**src/rtl/serial_command_initiator_pkg.sv**
```systemverilog
// Shared definitions for the serial memory-access protocol: command and ack
// bytes, frame lengths, FSM state encodings, the latched request payload and
// the frame byte selector.
package serial_command_initiator_pkg;

  localparam int unsigned BYTE_W = 8;
  localparam int unsigned WORD_W = 32;
  localparam int unsigned IDX_W  = 4;

  localparam logic [BYTE_W-1:0] CMD_WRITE_WORD   = 8'h01;
  localparam logic [BYTE_W-1:0] CMD_READ_WORD    = 8'h02;
  localparam logic [BYTE_W-1:0] ACK_BYTE_DEFAULT = 8'hAA;

  localparam int unsigned WRITE_FRAME_BYTES = 9;
  localparam int unsigned READ_FRAME_BYTES  = 5;
  localparam int unsigned READ_REPLY_BYTES  = 4;

  typedef enum logic [2:0] {
    S_IDLE,
    S_LOAD,
    S_SEND,
    S_WAIT_BUSY,
    S_WAIT_IDLE,
    S_RECV,
    S_DONE
  } initiatorState_e;

  typedef enum logic [1:0] {
    TX_IDLE,
    TX_WAIT_BUSY,
    TX_WAIT_IDLE
  } senderPhase_e;

  typedef struct packed {
    logic              write;
    logic [WORD_W-1:0] address;
    logic [WORD_W-1:0] data;
  } memRequest_t;

  // Byte idx of the command frame: command, address MSB first, then data MSB first.
  function automatic logic [BYTE_W-1:0] frameByte(input memRequest_t r,
                                                  input logic [IDX_W-1:0] idx);
    logic [BYTE_W-1:0] b;
    case (idx)
      4'd0:    b = r.write ? CMD_WRITE_WORD : CMD_READ_WORD;
      4'd1:    b = r.address[31:24];
      4'd2:    b = r.address[23:16];
      4'd3:    b = r.address[15:8];
      4'd4:    b = r.address[7:0];
      4'd5:    b = r.data[31:24];
      4'd6:    b = r.data[23:16];
      4'd7:    b = r.data[15:8];
      4'd8:    b = r.data[7:0];
      default: b = '0;
    endcase
    return b;
  endfunction

  function automatic logic [IDX_W-1:0] lastFrameIdx(input logic write);
    return write ? IDX_W'(WRITE_FRAME_BYTES - 1) : IDX_W'(READ_FRAME_BYTES - 1);
  endfunction

endpackage

```
**src/rtl/serial_command_initiator_byte_sender.sv**
```systemverilog
// serial_byte_sender: drives one byte into the RS232 transmitter using the
// strobe / busy / idle handshake.
//   clk, rst     clock, synchronous active-high reset
//   sendValid    launch request; honoured only while idle and txReady=1
//   sendByte     byte to launch
//   txReady      transmitter idle
//   sendDone_c   combinational: transmitter has gone busy and is idle again
//   txByte       registered byte to the transmitter, held between strobes
//   startTx      registered one-cycle transmit strobe
module serial_byte_sender
  import serial_command_initiator_pkg::*;
(
  input  logic              clk,
  input  logic              rst,
  input  logic              sendValid,
  input  logic [BYTE_W-1:0] sendByte,
  input  logic              txReady,
  output logic              sendDone_c,
  output logic [BYTE_W-1:0] txByte,
  output logic              startTx
);

  senderPhase_e      phase, phaseNext;
  logic [BYTE_W-1:0] txByteNext;
  logic              startTxNext;

  // State and output registers.
  always_ff @(posedge clk) begin
    if (rst) begin
      phase   <= TX_IDLE;
      txByte  <= '0;
      startTx <= 1'b0;
    end else begin
      phase   <= phaseNext;
      txByte  <= txByteNext;
      startTx <= startTxNext;
    end
  end

  // Launch only when the transmitter reports idle, then see busy before idle.
  always_comb begin
    phaseNext   = phase;
    txByteNext  = txByte;
    startTxNext = 1'b0;
    case (phase)
      TX_IDLE: begin
        if (sendValid && txReady) begin
          txByteNext  = sendByte;
          startTxNext = 1'b1;
          phaseNext   = TX_WAIT_BUSY;
        end
      end
      TX_WAIT_BUSY: if (!txReady) phaseNext = TX_WAIT_IDLE;
      TX_WAIT_IDLE: if (txReady) phaseNext = TX_IDLE;
      default:      phaseNext = TX_IDLE;
    endcase
  end

  assign sendDone_c = (phase == TX_WAIT_IDLE) && txReady;

endmodule

```
**src/rtl/serial_command_initiator.sv**
```systemverilog
// serial_command_initiator: turns a word read/write request into a serial
// command frame, collects the responder's reply and reports the result.
//   clk, rst                         clock, synchronous active-high reset
//   req_valid/req_ready              request handshake (ready = idle)
//   req_write, req_address, req_data request fields, latched on accept
//   resp_valid                       one-cycle completion pulse
//   resp_data                        last read word, held otherwise
//   resp_error                       timeout or bad ack, valid with resp_valid
//   TX, start_TX, TX_ready           RS232 transmitter interface
//   RX, RX_ready                     RS232 receiver interface
module serial_command_initiator
  import serial_command_initiator_pkg::*;
#(
  parameter int unsigned       TIMEOUT_CYCLES = 2500000,
  parameter logic [BYTE_W-1:0] ACK_BYTE       = ACK_BYTE_DEFAULT
) (
  input  logic              clk,
  input  logic              rst,
  input  logic              req_valid,
  output logic              req_ready,
  input  logic              req_write,
  input  logic [WORD_W-1:0] req_address,
  input  logic [WORD_W-1:0] req_data,
  output logic              resp_valid,
  output logic [WORD_W-1:0] resp_data,
  output logic              resp_error,
  output logic [BYTE_W-1:0] TX,
  output logic              start_TX,
  input  logic              TX_ready,
  input  logic [BYTE_W-1:0] RX,
  input  logic              RX_ready
);

  localparam int unsigned TIMER_W = (TIMEOUT_CYCLES > 2) ? $clog2(TIMEOUT_CYCLES) : 1;
  localparam logic [TIMER_W-1:0] TIMER_LAST = TIMER_W'(TIMEOUT_CYCLES - 1);

  initiatorState_e   state, stateNext;
  memRequest_t       pendingReq, pendingReqNext;
  logic [IDX_W-1:0]  byteIdx, byteIdxNext;
  logic [TIMER_W-1:0] timer, timerNext;
  // Only the three most recent reply bytes need keeping; the fourth comes straight from RX.
  logic [23:0]       rxShift, rxShiftNext;
  logic [BYTE_W-1:0] curByte, curByteNext;
  logic [WORD_W-1:0] respDataNext;
  logic              respErrorNext;
  logic              reqReadyNext;
  logic              respValidNext;
  logic              sendValid;
  logic              sendDone_c;

  serial_byte_sender u_sender (
    .clk        (clk),
    .rst        (rst),
    .sendValid  (sendValid),
    .sendByte   (curByte),
    .txReady    (TX_ready),
    .sendDone_c (sendDone_c),
    .txByte     (TX),
    .startTx    (start_TX)
  );

  // State and datapath registers.
  always_ff @(posedge clk) begin
    if (rst) begin
      state      <= S_IDLE;
      pendingReq <= '0;
      byteIdx    <= '0;
      timer      <= '0;
      rxShift    <= '0;
      curByte    <= '0;
      req_ready  <= 1'b1;
      resp_valid <= 1'b0;
      resp_data  <= '0;
      resp_error <= 1'b0;
    end else begin
      state      <= stateNext;
      pendingReq <= pendingReqNext;
      byteIdx    <= byteIdxNext;
      timer      <= timerNext;
      rxShift    <= rxShiftNext;
      curByte    <= curByteNext;
      req_ready  <= reqReadyNext;
      resp_valid <= respValidNext;
      resp_data  <= respDataNext;
      resp_error <= respErrorNext;
    end
  end

  // Next-state and datapath updates.
  always_comb begin
    stateNext      = state;
    pendingReqNext = pendingReq;
    byteIdxNext    = byteIdx;
    timerNext      = timer;
    rxShiftNext    = rxShift;
    curByteNext    = curByte;
    respDataNext   = resp_data;
    respErrorNext  = resp_error;
    sendValid      = 1'b0;
    case (state)
      S_IDLE: begin
        if (req_valid) begin
          pendingReqNext = '{write: req_write, address: req_address, data: req_data};
          byteIdxNext    = '0;
          rxShiftNext    = '0;
          stateNext      = S_LOAD;
        end
      end
      S_LOAD: begin
        curByteNext = frameByte(pendingReq, byteIdx);
        stateNext   = S_SEND;
      end
      S_SEND: begin
        sendValid = 1'b1;
        if (TX_ready) stateNext = S_WAIT_BUSY;
      end
      S_WAIT_BUSY: if (!TX_ready) stateNext = S_WAIT_IDLE;
      S_WAIT_IDLE: begin
        if (sendDone_c) begin
          if (byteIdx == lastFrameIdx(pendingReq.write)) begin
            byteIdxNext = '0;
            timerNext   = '0;
            stateNext   = S_RECV;
          end else begin
            byteIdxNext = byteIdx + IDX_W'(1);
            stateNext   = S_LOAD;
          end
        end
      end
      S_RECV: begin
        // A byte arriving on the expiry cycle wins over the timeout.
        if (RX_ready) begin
          rxShiftNext = {rxShift[15:0], RX};
          timerNext   = '0;
          if (pendingReq.write) begin
            respErrorNext = (RX != ACK_BYTE);
            stateNext     = S_DONE;
          end else if (byteIdx == IDX_W'(READ_REPLY_BYTES - 1)) begin
            respDataNext  = {rxShift, RX};
            respErrorNext = 1'b0;
            stateNext     = S_DONE;
          end else begin
            byteIdxNext = byteIdx + IDX_W'(1);
          end
        end else if (timer == TIMER_LAST) begin
          respErrorNext = 1'b1;
          stateNext     = S_DONE;
        end else begin
          timerNext = timer + TIMER_W'(1);
        end
      end
      S_DONE:  stateNext = S_IDLE;
      default: stateNext = S_IDLE;
    endcase
  end

  assign reqReadyNext  = (stateNext == S_IDLE);
  assign respValidNext = (stateNext == S_DONE);

endmodule
```
**config.mk**
```make
export PLATFORM = sky130hd
export DESIGN_NAME = serial_command_initiator
export DESIGN_NICKNAME = d
export VERILOG_FILES = /design/src/rtl/serial_command_initiator_pkg.sv /design/src/rtl/serial_command_initiator_byte_sender.sv /design/src/rtl/serial_command_initiator.sv
export SDC_FILE = /design/constraint.sdc
export NUM_CORES = 1
export LEC_CHECK = 0
export CAP_MARGIN = 20
export CORE_ASPECT_RATIO = 2
export CORE_UTILIZATION = 40
export CTS_CLUSTER_SIZE = 40
export DETAILED_ROUTE_END_ITERATION = 6
export HOLD_SLACK_MARGIN = 0.06
export PLACE_DENSITY = 0.66
export SKIP_LAST_GASP = 1
export SLEW_MARGIN = 20
export SYNTH_ARGS = -nofsm -noshare
export SYNTH_HDL_FRONTEND = slang
export SYNTH_SLANG_ARGS = --single-unit
```
**constraint.sdc**
```tcl
create_clock -name clk -period 4.6 [get_ports clk]
set_clock_uncertainty 0.2 [all_clocks]
set_input_delay 0.92 -clock clk [delete_from_list [all_inputs] [get_ports clk]]
set_output_delay 0.92 -clock clk [all_outputs]
set_load 0.02 [all_outputs]
```
# ---- Word-level counts from Yosys, hierarchy flattened
# Cells that the tools add are included.
dict set report totals {
  register_bits 172
}
dict set report op_classes {
  n_reduce_logical 19
  n_bitwise 2
  n_eq_ne 30
  addsub 2
  n_mux 38
}
# operator count
set ops {}
lappend ops {{2-to-1 mux 22 bit} 4}
lappend ops {{one-hot mux 8 bit (9 select lines)} 1}
lappend ops {{2-to-1 mux 24 bit} 2}
lappend ops {{one-hot mux 24 bit (2 select lines)} 1}
lappend ops {{one-hot mux 22 bit (2 select lines)} 1}
lappend ops {{2-to-1 mux 4 bit} 7}
lappend ops {{2-to-1 mux 3 bit} 9}
lappend ops {{adder 22 x 1 -> 22 bit, second input constant} 1}
lappend ops {{equality test 22 bit, second input constant} 1}
lappend ops {{one-hot mux 3 bit (6 select lines)} 1}
lappend ops {{equality test 4 x 3 -> 1 bit, second input constant} 4}
lappend ops {{!= test 2 bit, second input constant} 8}
lappend ops {{one-hot mux 4 bit (3 select lines)} 1}
lappend ops {{equality test 3 bit, second input constant} 3}
lappend ops {{AND reduction 3 bit} 3}
lappend ops {{equality test 4 x 2 -> 1 bit, second input constant} 2}
lappend ops {{2-to-1 mux 2 bit} 4}
lappend ops {{!= test 8 bit, second input constant} 1}
lappend ops {{AND reduction 4 bit} 2}
lappend ops {{equality test 3 x 2 -> 1 bit, second input constant} 2}
lappend ops {{logical NOT 3 bit} 2}
lappend ops {{2-to-1 mux 1 bit} 6}
lappend ops {{one-hot mux 2 bit (3 select lines)} 1}
lappend ops {{AND reduction 6 bit} 1}
lappend ops {{other kinds (18)} 23}

# ---- Longest topological paths before layout
# Gate-level depths: netlist of run 1.
dict set report depth {
  ltp_word 6
  ltp_mapped 10
}

# ---- Cells and area by module
# A second synthesis of run 1 with hierarchy kept.
dict set report unflattened {
  hier_cells 897
  hier_area_um2 7279.5
}
# module cells_per_inst n_inst area_per_inst_um2
set by_module_without_submodules {}
lappend by_module_without_submodules {serial_command_initiator 852 1 6802.8}
lappend by_module_without_submodules {serial_byte_sender 45 1 476.7}

# ---- Least setup slack after synthesis of run 1
# OpenSTA, ideal clock, no wires.
dict set report synth_path {
  path_kind {in2reg}
  startpoint {in TX_ready}
  endpoint {reg timer[18]}
  t_arrival_ps 2312
  stages 7
  path_buffers 1
  setup_time_ps 59
  setup_slack_ps 2029
  cell_sequence {nand4b_1 -> nor3_1 -> a21o_1 -> buf_2 -> nand2_1 -> or4_1 -> nand2_1}
}
dict set report synth_between {
  elab_chain_cells 3
}
# item line
set synth_rtl {}
lappend synth_rtl {{from (decl)} serial_command_initiator.sv:29} ;# input logic TX_ready,
lappend synth_rtl {{logical AND 1 bit} serial_command_initiator_byte_sender.sv:59} ;# assign sendDone_c = (phase == TX_WAIT_IDLE) && txReady;
lappend synth_rtl {{!= test 2 bit (no line)} --}
lappend synth_rtl {{AND reduction 4 bit (no line)} --}
lappend synth_rtl {{to (signal assigned)} serial_command_initiator.sv:79} ;# timer <= timerNext;
lappend synth_rtl {{to (decl)} serial_command_initiator.sv:40} ;# logic [TIMER_W-1:0] timer, timerNext;
# Every way passes these cells.
# A chain may end at the register's enable or synchronous reset.

# ---- Final worst setup path of run 1
dict set report layout_path {
  startpoint {in TX_ready}
  endpoint {reg timer[19]}
}
# Same word-level chain as after synthesis.

==> results by group, run 1 <==
Status
  – Outcome: finished, final reports clean

Clocking
  – H-tree levels: 4
  – Clock-pin slew of the registers on the worst-case setup and hold paths: roughly 0.070 ns
  – Clock network latency to the later pin of the worst-skew pair: ~0.44 ns
  – Buffers from clock root to sink, at most: 2
  – # hold bufs at CTS: 0
  – Clk sink count: 172
  – Buffers inserted during post-CTS setup optimization: 0
  – TritonCTS clock tree: built
  – Cells resized by post-CTS repair: 0
  – Clk Tree Root Cell: sky130_fd_sc_hd__clkbuf_16
  – CTS Buf Count: 17

Timing
  – Final-layout setup total negative slack: 0 ns
  – Pins over their slew limit: 0
  – Transition time at the pin with the least slew margin: between 0.8 and 0.9 ns
  – Final number of setup-violating endpoints: 0
  – Peak clock frequency supported by timing: 0.308 GHz
  – RSZ-0062 raised after global routing: no
  – Final cycle utilization of the critical path: 0.705
  – Max-slew headroom: 0.443
  – Final Hold Violating Endpoints: 0
  – Final critical path time including I/O delays and setup: between 3 and 4 ns

Global routing
  – Maximum number of pins on one net before global-route repair: 71
  – Routing usage on met2: 0.395
  – Remaining Overflow, GRT: 0
  – Met1 track utilization from global routing: 0.222
  – Antenna violations before repair: 0
  – Number of global-route vias before repair: between 6000 and 7000
  – Global-route wire length before repair: roughly 30000 um
  – Overall global routing resource usage: 0.215
  – Global-route met3 utilization: 0.0336
  – Busiest layer in global routing: met2

Drt
  – Drt via density: ~5.3
  – Number of remaining DRC errors: 0
  – Detailed-route wire length: between 15000 and 20000 um
  – Post-detailed-route count of antenna-violating nets: 0
  – Detailed-route via count: approximately 6300
  – DR iter-0 viols: 251
  – DR WL/cell: ~16 um
  – First drt pass iteration count: 5

Yosys
  – Mean post-synth cell area: approximately 8 um2
  – Synthesized area: slightly above 7000 um2
  – Number of synthesis warnings: 0
  – Ys flop type: sky130_fd_sc_hd__dfxtp_1
  – Mapped Nets: 979
  – Share of synthesized flip-flops with an asynchronous set or reset: 0
  – Number of synthesized flops with an enable pin: 0
  – FF+latch count, synth: roughly 170
  – Distinct cell type count of the synthesized netlist: between 50 and 60
  – Part of the Yosys area used for sequential elements: 0.487
  – Number of standard cells after synthesis: roughly 900

Power
  – Largest vdd supply drop: roughly 250 uV
  – Cell leakage power: about 3.1 nW
  – Pwr per Cell Area: roughly 360 nW/um2
  – Total design power: 3.23 mW

Worst setup path
  – Reg2reg path depth: 8
  – Category of the worst setup path capture point: flop
  – Data arrival, critical path: ~3.4 ns
  – Critical register-to-register path endpoint: timer[19]
  – Register-to-Register Setup Slack: about 1.5 ns
  – Max Fanout on Critical Path: 11
  – Critical path destination: timer[19]
  – Critical Path Max Stage Delay: a little under 0.6 ns
  – CP max-delay cell: sky130_fd_sc_hd__clkdlybuf4s50_1
  – Classification of the worst setup path: in -> reg
  – Type of origin of the critical path: input pin
  – Worst Setup SP: TX_ready
  – Start of the worst register-to-register path: byteIdx[0]
  – Ordered list of cells on the worst path: clkdlybuf4s50_1 > nand4b_1 > nor3_1 > a21o_1 > nand3_1 > or4_1 > a21oi_1
  – Required time reported for the critical path endpoint: about 4.8 ns

Floorplanning
  – Std-Cell Core Area: 17300 um2
  – Initial standard-cell utilization of the core: 0.410
  – Die Wd: around 96 um
  – Vert. Die Dim: 190 um
  – Top-level I/O count: ~120
  – Number of core rows: 68
  – Overall die area: between 15000 and 20000 um2

Place
  – Final RePlAce weighted congestion: roughly 0.86
  – Hpwl dp: roughly 13000 um
  – I/O Buffers: 121

Layout
  – Antenna diode instance count: 0
  – Most frequent cells in the layout: sky130_fd_sc_hd__nand2_1, sky130_fd_sc_hd__dfxtp_1, sky130_fd_sc_hd__a21oi_1, sky130_fd_sc_hd__clkdlybuf4s50_1, sky130_fd_sc_hd__nand3_1
  – Nets: approximately 1100
  – Most common cell after layout, fill and taps aside: sky130_fd_sc_hd__nand2_1
  – Fraction of layout instances using a drive strength above 1: 0.0525
  – Area growth from synthesis to layout: 26.0%

Job
  – Max Cap Violations: 0

Worst hold path
  – Worst Hold Class: reg -> reg
==> Yosys cell counts (5+ instances only) <==
| master | n | area (um2) |
|---|---|---|
| sky130_fd_sc_hd__a22oi_1 | 11 | 82.6 |
| sky130_fd_sc_hd__xor2_1 | 11 | 96.3 |
| sky130_fd_sc_hd__clkbuf_1 | 53 | 199 |
| sky130_fd_sc_hd__a222oi_1 | 5 | 50.1 |
| sky130_fd_sc_hd__ha_1 | 5 | 62.6 |
| sky130_fd_sc_hd__dfxtp_1 | 172 | 3440 |
| sky130_fd_sc_hd__nor2b_1 | 8 | 50.1 |
| sky130_fd_sc_hd__nand4_1 | 10 | 62.6 |
| sky130_fd_sc_hd__buf_1 | 6 | 22.5 |
| sky130_fd_sc_hd__inv_1 | 8 | 30.0 |
| sky130_fd_sc_hd__mux2i_1 | 8 | 80.1 |
| sky130_fd_sc_hd__nor2_1 | 40 | 150 |
| sky130_fd_sc_hd__nand2_1 | 253 | 950 |
| sky130_fd_sc_hd__o21ai_0 | 21 | 105 |
| sky130_fd_sc_hd__a21oi_1 | 141 | 706 |
| sky130_fd_sc_hd__or4_1 | 7 | 52.6 |
| sky130_fd_sc_hd__nor3_1 | 11 | 55.1 |
| sky130_fd_sc_hd__nand3_1 | 48 | 240 |
==> where the power goes <==
group	internal [mW]	leakage, nW	switching [mW]
clock	0.756	0.279	0.632
sequential	1.54	1.40	0.0343
combinational	0.120	1.42	0.152
==> flip-flops by register name, indices dropped and copies added (netlist names) <==
name / count
u_sender.txByte: 8
resp_valid: 1
u_sender.startTx: 1
timer: 22
curByte: 8
byteIdx: 4
resp_error: 1
req_ready: 1
pendingReq: 65
state: 3
u_sender.phase: 2
resp_data: 32
rxShift: 24
==> worst min path at each step <==
stage | startpoint | endpoint | slack, ns | depth (start not counted)
after floorplan | curByte[1] | curByte[1] | 0.22 | 2
after global placement | resp_data[6] | resp_data[6] | 0.24 | 2
final | resp_data[15] | resp_data[15] | 0.25 | 2
after CTS | resp_data[5] | resp_data[5] | 0.25 | 2
after detailed placement | resp_data[5] | resp_data[5] | 0.24 | 2
after global routing | resp_data[5] | resp_data[5] | 0.26 | 2
==> cells by family after synthesis <==
family                     count (synthesis)  share of synthesized area
AOI/OAI and AO/OA                        212                      0.171
xor gates and xnor gates                  15                     0.0186
adders and majority gates                  5                    0.00884
buffers and inverters                     75                     0.0442
muxes                                      8                     0.0113
and+or+nand+nor                          409                      0.259
DFF                                      172                      0.487
==> worst max-delay path, delay by kind of cell <==
family | cells | cell delay (ns)
compound gates | 2 | 0.57
simple gates | 4 | 1.32
buf+inv | 1 | 0.59
==> layer usage <==
layer / vias up / part of all wire
met1: 2906 / 0.38
met3: 44 / 0.029
li1: 3234 / -
met4: 0 / 0.040
met2: 154 / 0.55
met5: - / 0
==> final cells by class <==
| cell class | instances | area [um2] |
|---|---|---|
| inverter | 8 | 30.0 |
| tap | 210 | 263 |
| clock buffer | 18 | 429 |
| fill | 1730 | 8350 |
| clock inverter | 14 | 133 |
| sequential | 172 | 3440 |
| multi-input combinational | 649 | 3330 |
| timing repair buffer | 130 | 1290 |
==> per-stage QoR <==
step,area (um2),setup WS [ns],utilization,hold WS (ns),std cells
finish,8920,1.36,0.516,0.251,1201
global route,8920,1.20,0.516,0.265,1201
CTS,8920,1.42,0.516,0.253,1201
detailed placement,8360,0.979,0.484,0.243,1169
global placement,8360,1.04,0.484,0.238,1169
floorplan,7080,2.03,-,0.224,896
(Power assumes the default switching activity.)
==> run 2, diff against run 1 <==
--- a/config.mk
+++ b/config.mk
@@ -11,7 +11,7 @@
 export CTS_CLUSTER_SIZE = 40
 export DETAILED_ROUTE_END_ITERATION = 6
 export HOLD_SLACK_MARGIN = 0.06
-export PLACE_DENSITY = 0.66
+export PLACE_DENSITY = 0.69
 export SKIP_LAST_GASP = 1
 export SLEW_MARGIN = 20
 export SYNTH_ARGS = -nofsm -noshare
==> constraint.sdc (replaced) <==
create_clock -name clk -period 2.8 [get_ports clk]
set_clock_uncertainty 0.2 [all_clocks]
set_input_delay 0.56 -clock clk [delete_from_list [all_inputs] [get_ports clk]]
set_output_delay 0.56 -clock clk [all_outputs]
set_load 0.02 [all_outputs]
==> run 2 against run 1 <==
Effect of this change:
- clock power rose by 61%
- wire length grew 0.84%
- register-to-register slack got worse by 1.3 ns
- via count is 2.2% higher
- final area increased by 2.3%
- non-clock buffer count grew 26
- combinational power increased by 70%
- critical path depth unchanged
- hold slack worse by 0.0019 ns
- sequential share of layout area down 0.86 points
- core utilization up 1.2 points
- die area did not move
- largest power group unchanged
==> results by group, run 2 (synthesis gave the netlist of run 1 again) <==
Clocking
  – Buffers from clock root to sink, at most: 2 (unchanged)
  – Cells resized by post-CTS repair: 0 (unchanged)
  – TritonCTS clock tree: built (unchanged)
  – Clock-pin slew of the registers on the worst-case setup and hold paths: 0.07 ns (about the same)
  – Clk sink count: 172 (unchanged)
  – # hold bufs at CTS: 0 (unchanged)
  – Clk Tree Root Cell: sky130_fd_sc_hd__clkbuf_16 (unchanged)
  – Buffers inserted during post-CTS setup optimization: 0 (unchanged)
  – H-tree levels: 4 (unchanged)
  – CTS Buf Count: 17 (unchanged)
  – Clock network latency to the later pin of the worst-skew pair: 0.43 ns (was 0.44 ns)

Timing
  – Peak clock frequency supported by timing: about 0.38 GHz
  – Final critical-path setup slack: 0.190 ns (was 1.36 ns)
  – RSZ-0062 raised after global routing: no (unchanged)
  – Final Hold Violating Endpoints: 0 (unchanged)
  – Final-layout setup total negative slack: 0 ns (unchanged)
  – Transition time at the pin with the least slew margin: 0.737 ns (was 0.835 ns)
  – Final cycle utilization of the critical path: 0.932
  – Pins over their slew limit: 0 (unchanged)
  – Max-slew headroom: 0.509 (was 0.443)
  – Final critical path time including I/O delays and setup: between 2 and 3 ns
  – Final number of setup-violating endpoints: 0 (unchanged)
  – Worst Hold Margin: 0.249 ns (was 0.251 ns)

Worst setup path
  – Classification of the worst setup path: reg -> reg (was in -> reg)
  – Category of the worst setup path capture point: flop (unchanged)
  – CP max-delay cell: sky130_fd_sc_hd__or4_4 (was sky130_fd_sc_hd__clkdlybuf4s50_1)
  – Max Fanout on Critical Path: 6 (was 11)
  – Path length in cells of the critical path: 7 (unchanged)
  – Reg2reg path depth: 7 (was 8)
  – Required time reported for the critical path endpoint: 2.92 ns (was 4.76 ns)
  – Critical register-to-register path endpoint: timer[3] (was timer[19])
  – Data arrival, critical path: 2.73 ns (was 3.41 ns)
  – Start of the worst register-to-register path: timer[9] (was byteIdx[0])
  – Critical Path Max Stage Delay: 0.55 ns (was 0.59 ns)
  – Type of origin of the critical path: flop (was input pin)
  – Kind of cell adding the most delay to the critical path: simple AND/OR/NAND/NOR gates (unchanged)
  – Register-to-Register Setup Slack: 0.19 ns (was 1.51 ns)
  – Ordered list of cells on the worst path: or4_4 > nor4_4 > nand4_1 > nand3_1 > buf_4 > xor2_1 > nor2_1 (was clkdlybuf4s50_1 > nand4b_1 > nor3_1 > a21o_1 > nand3_1 > or4_1 > a21oi_1)
  – Number of buffer and inverter stages on the critical path: 1 (unchanged)

Job
  – Max Cap Violations: 0 (unchanged)

Worst hold path
  – Hold path startpoint: resp_data[23] (was resp_data[15])
  – Hold Path Sink: resp_data[23] (was resp_data[15])
  – Worst Hold Class: reg -> reg (unchanged)
  – Hold Path Cell Cnt: 2 (unchanged)

Place
  – Final RePlAce weighted congestion: 0.885 (was 0.856)
  – Post-placement worst setup slack: 0.0905 ns (was 0.979 ns)
  – I/O Buffers: 121 (unchanged)
  – Instance count after placement with tap cells included: 1195 (was 1169)
  – Hpwl dp: 13600 um (was 13000 um)

Drt
  – Drt via density: 5.28 (about the same)
  – Detailed-route via count: 6476 (was 6338)
  – Number of remaining DRC errors: 0 (unchanged)
  – Post-detailed-route count of antenna-violating nets: 0 (unchanged)
  – Detailed-route wire length: 18800 um (was 18600 um)
  – DR WL/cell: 15.3 um (was 15.5 um)
  – DR iter-0 viols: 255 (was 251)
  – First drt pass iteration count: 7 (was 5)

Floorplanning
  – Std-Cell Core Area: 17300 um2 (unchanged)
  – Top-level I/O count: 122 (unchanged)
  – Initial standard-cell utilization of the core: 0.410 (unchanged)
  – Overall die area: 18300 um2 (unchanged)
  – Number of core rows: 68 (unchanged)
  – Vert. Die Dim: 190 um (unchanged)
  – Die Wd: 96.1 um (unchanged)

Layout
  – Most flops, register: pendingReq (unchanged)
  – Antenna diode instance count: 0 (unchanged)
  – Largest registers: pendingReq (65), resp_data (32), rxShift (24) (unchanged)
  – Area growth from synthesis to layout: 28.9% (was 26.0%)
  – Final cell utilization of the core: 0.528 (was 0.516)
  – Number of flip-flops in the largest register: 65 (unchanged)
  – Fraction of layout instances using a drive strength above 1: 0.0767 (was 0.0525)
  – Non-filler instance count after layout: 1227 (was 1201)
  – Most common cell after layout, fill and taps aside: sky130_fd_sc_hd__nand2_1 (unchanged)
  – Most frequent cells in the layout: sky130_fd_sc_hd__nand2_1, sky130_fd_sc_hd__dfxtp_1, sky130_fd_sc_hd__a21oi_1, sky130_fd_sc_hd__clkdlybuf4s50_1, sky130_fd_sc_hd__nand3_1 (unchanged)
  – Nets: 1087 (was 1061)

Global routing
  – Remaining Overflow, GRT: 0 (unchanged)
  – Antenna violations before repair: 0 (unchanged)
  – Overall global routing resource usage: 0.217 (was 0.215)
  – Maximum number of pins on one net before global-route repair: 66 (was 71)
  – Number of global-route vias before repair: 6119 (was 6169)
  – Global-route wire length before repair: 30300 um (was 30000 um)

Power
  – Largest vdd supply drop: 351 uV (was 251 uV)
  – Cell leakage power: 3.21 nW (was 3.10 nW)
  – Pwr per Cell Area: 580 nW/um2 (was 363 nW/um2)

Status
  – Outcome: finished, final reports clean (unchanged)
[run 2: tightest hold or removal path, delay by kind of cell, from the launching register on]
| kind | cells | cell delay, ns |
|---|---|---|
| and+or+nand+nor | 1 | 0.05 |
| DFF | 1 | 0.31 |
| AOI/OAI and AO/OA | 1 | 0.05 |
[run 2: area by class of cell]
| cell class | instances | area, um2 |
|---|---|---|
| inverters | 8 | 30.0 |
| fillers | 1686 | 8150 |
| clock inverters | 14 | 128 |
| well taps | 210 | 263 |
| multi-input cells | 649 | 3330 |
| repair buffers | 156 | 1500 |
| clock buffers | 18 | 429 |
| flip-flops and latches | 172 | 3440 |
[run 2: how the worst max path moves through the flow]
| stage | slack [ns] | to | startpoint |
|---|---|---|---|
| after floorplan | 0.50 | timer[18] | byteIdx[0] |
| after global placement | 0.11 | timer[19] | TX_ready |
| after detailed placement | 0.09 | timer[7] | TX_ready |
| after CTS | 0.19 | timer[3] | timer[9] |
| after global routing | 0.03 | timer[3] | timer[9] |
| final | 0.19 | timer[3] | timer[9] |
[run 2: power by group]
part / switching [mW] / internal [mW]
clock: 1.07 / 1.17
combinational: 0.252 / 0.209
sequential: 0.0567 / 2.53
total: 1.37 / 3.91
[run 2: stage by stage]
step,power [mW],cell area (um2)
after floorplan,2.88,7080
after global placement,3.10,8560
after detailed placement,3.10,8560
after CTS,5.34,9120
after global routing,5.49,9120
final,5.29,9120
[run 2: layer usage]
layer  share of wire  up-vias  wire (um)  track usage
li1                -     3288          -            -
met1            0.38     2968       7130        0.233
met2            0.55      176      10400        0.389
met3           0.030       44        560       0.0332
met4           0.040        0        755        0.122
met5               0        -          0            0
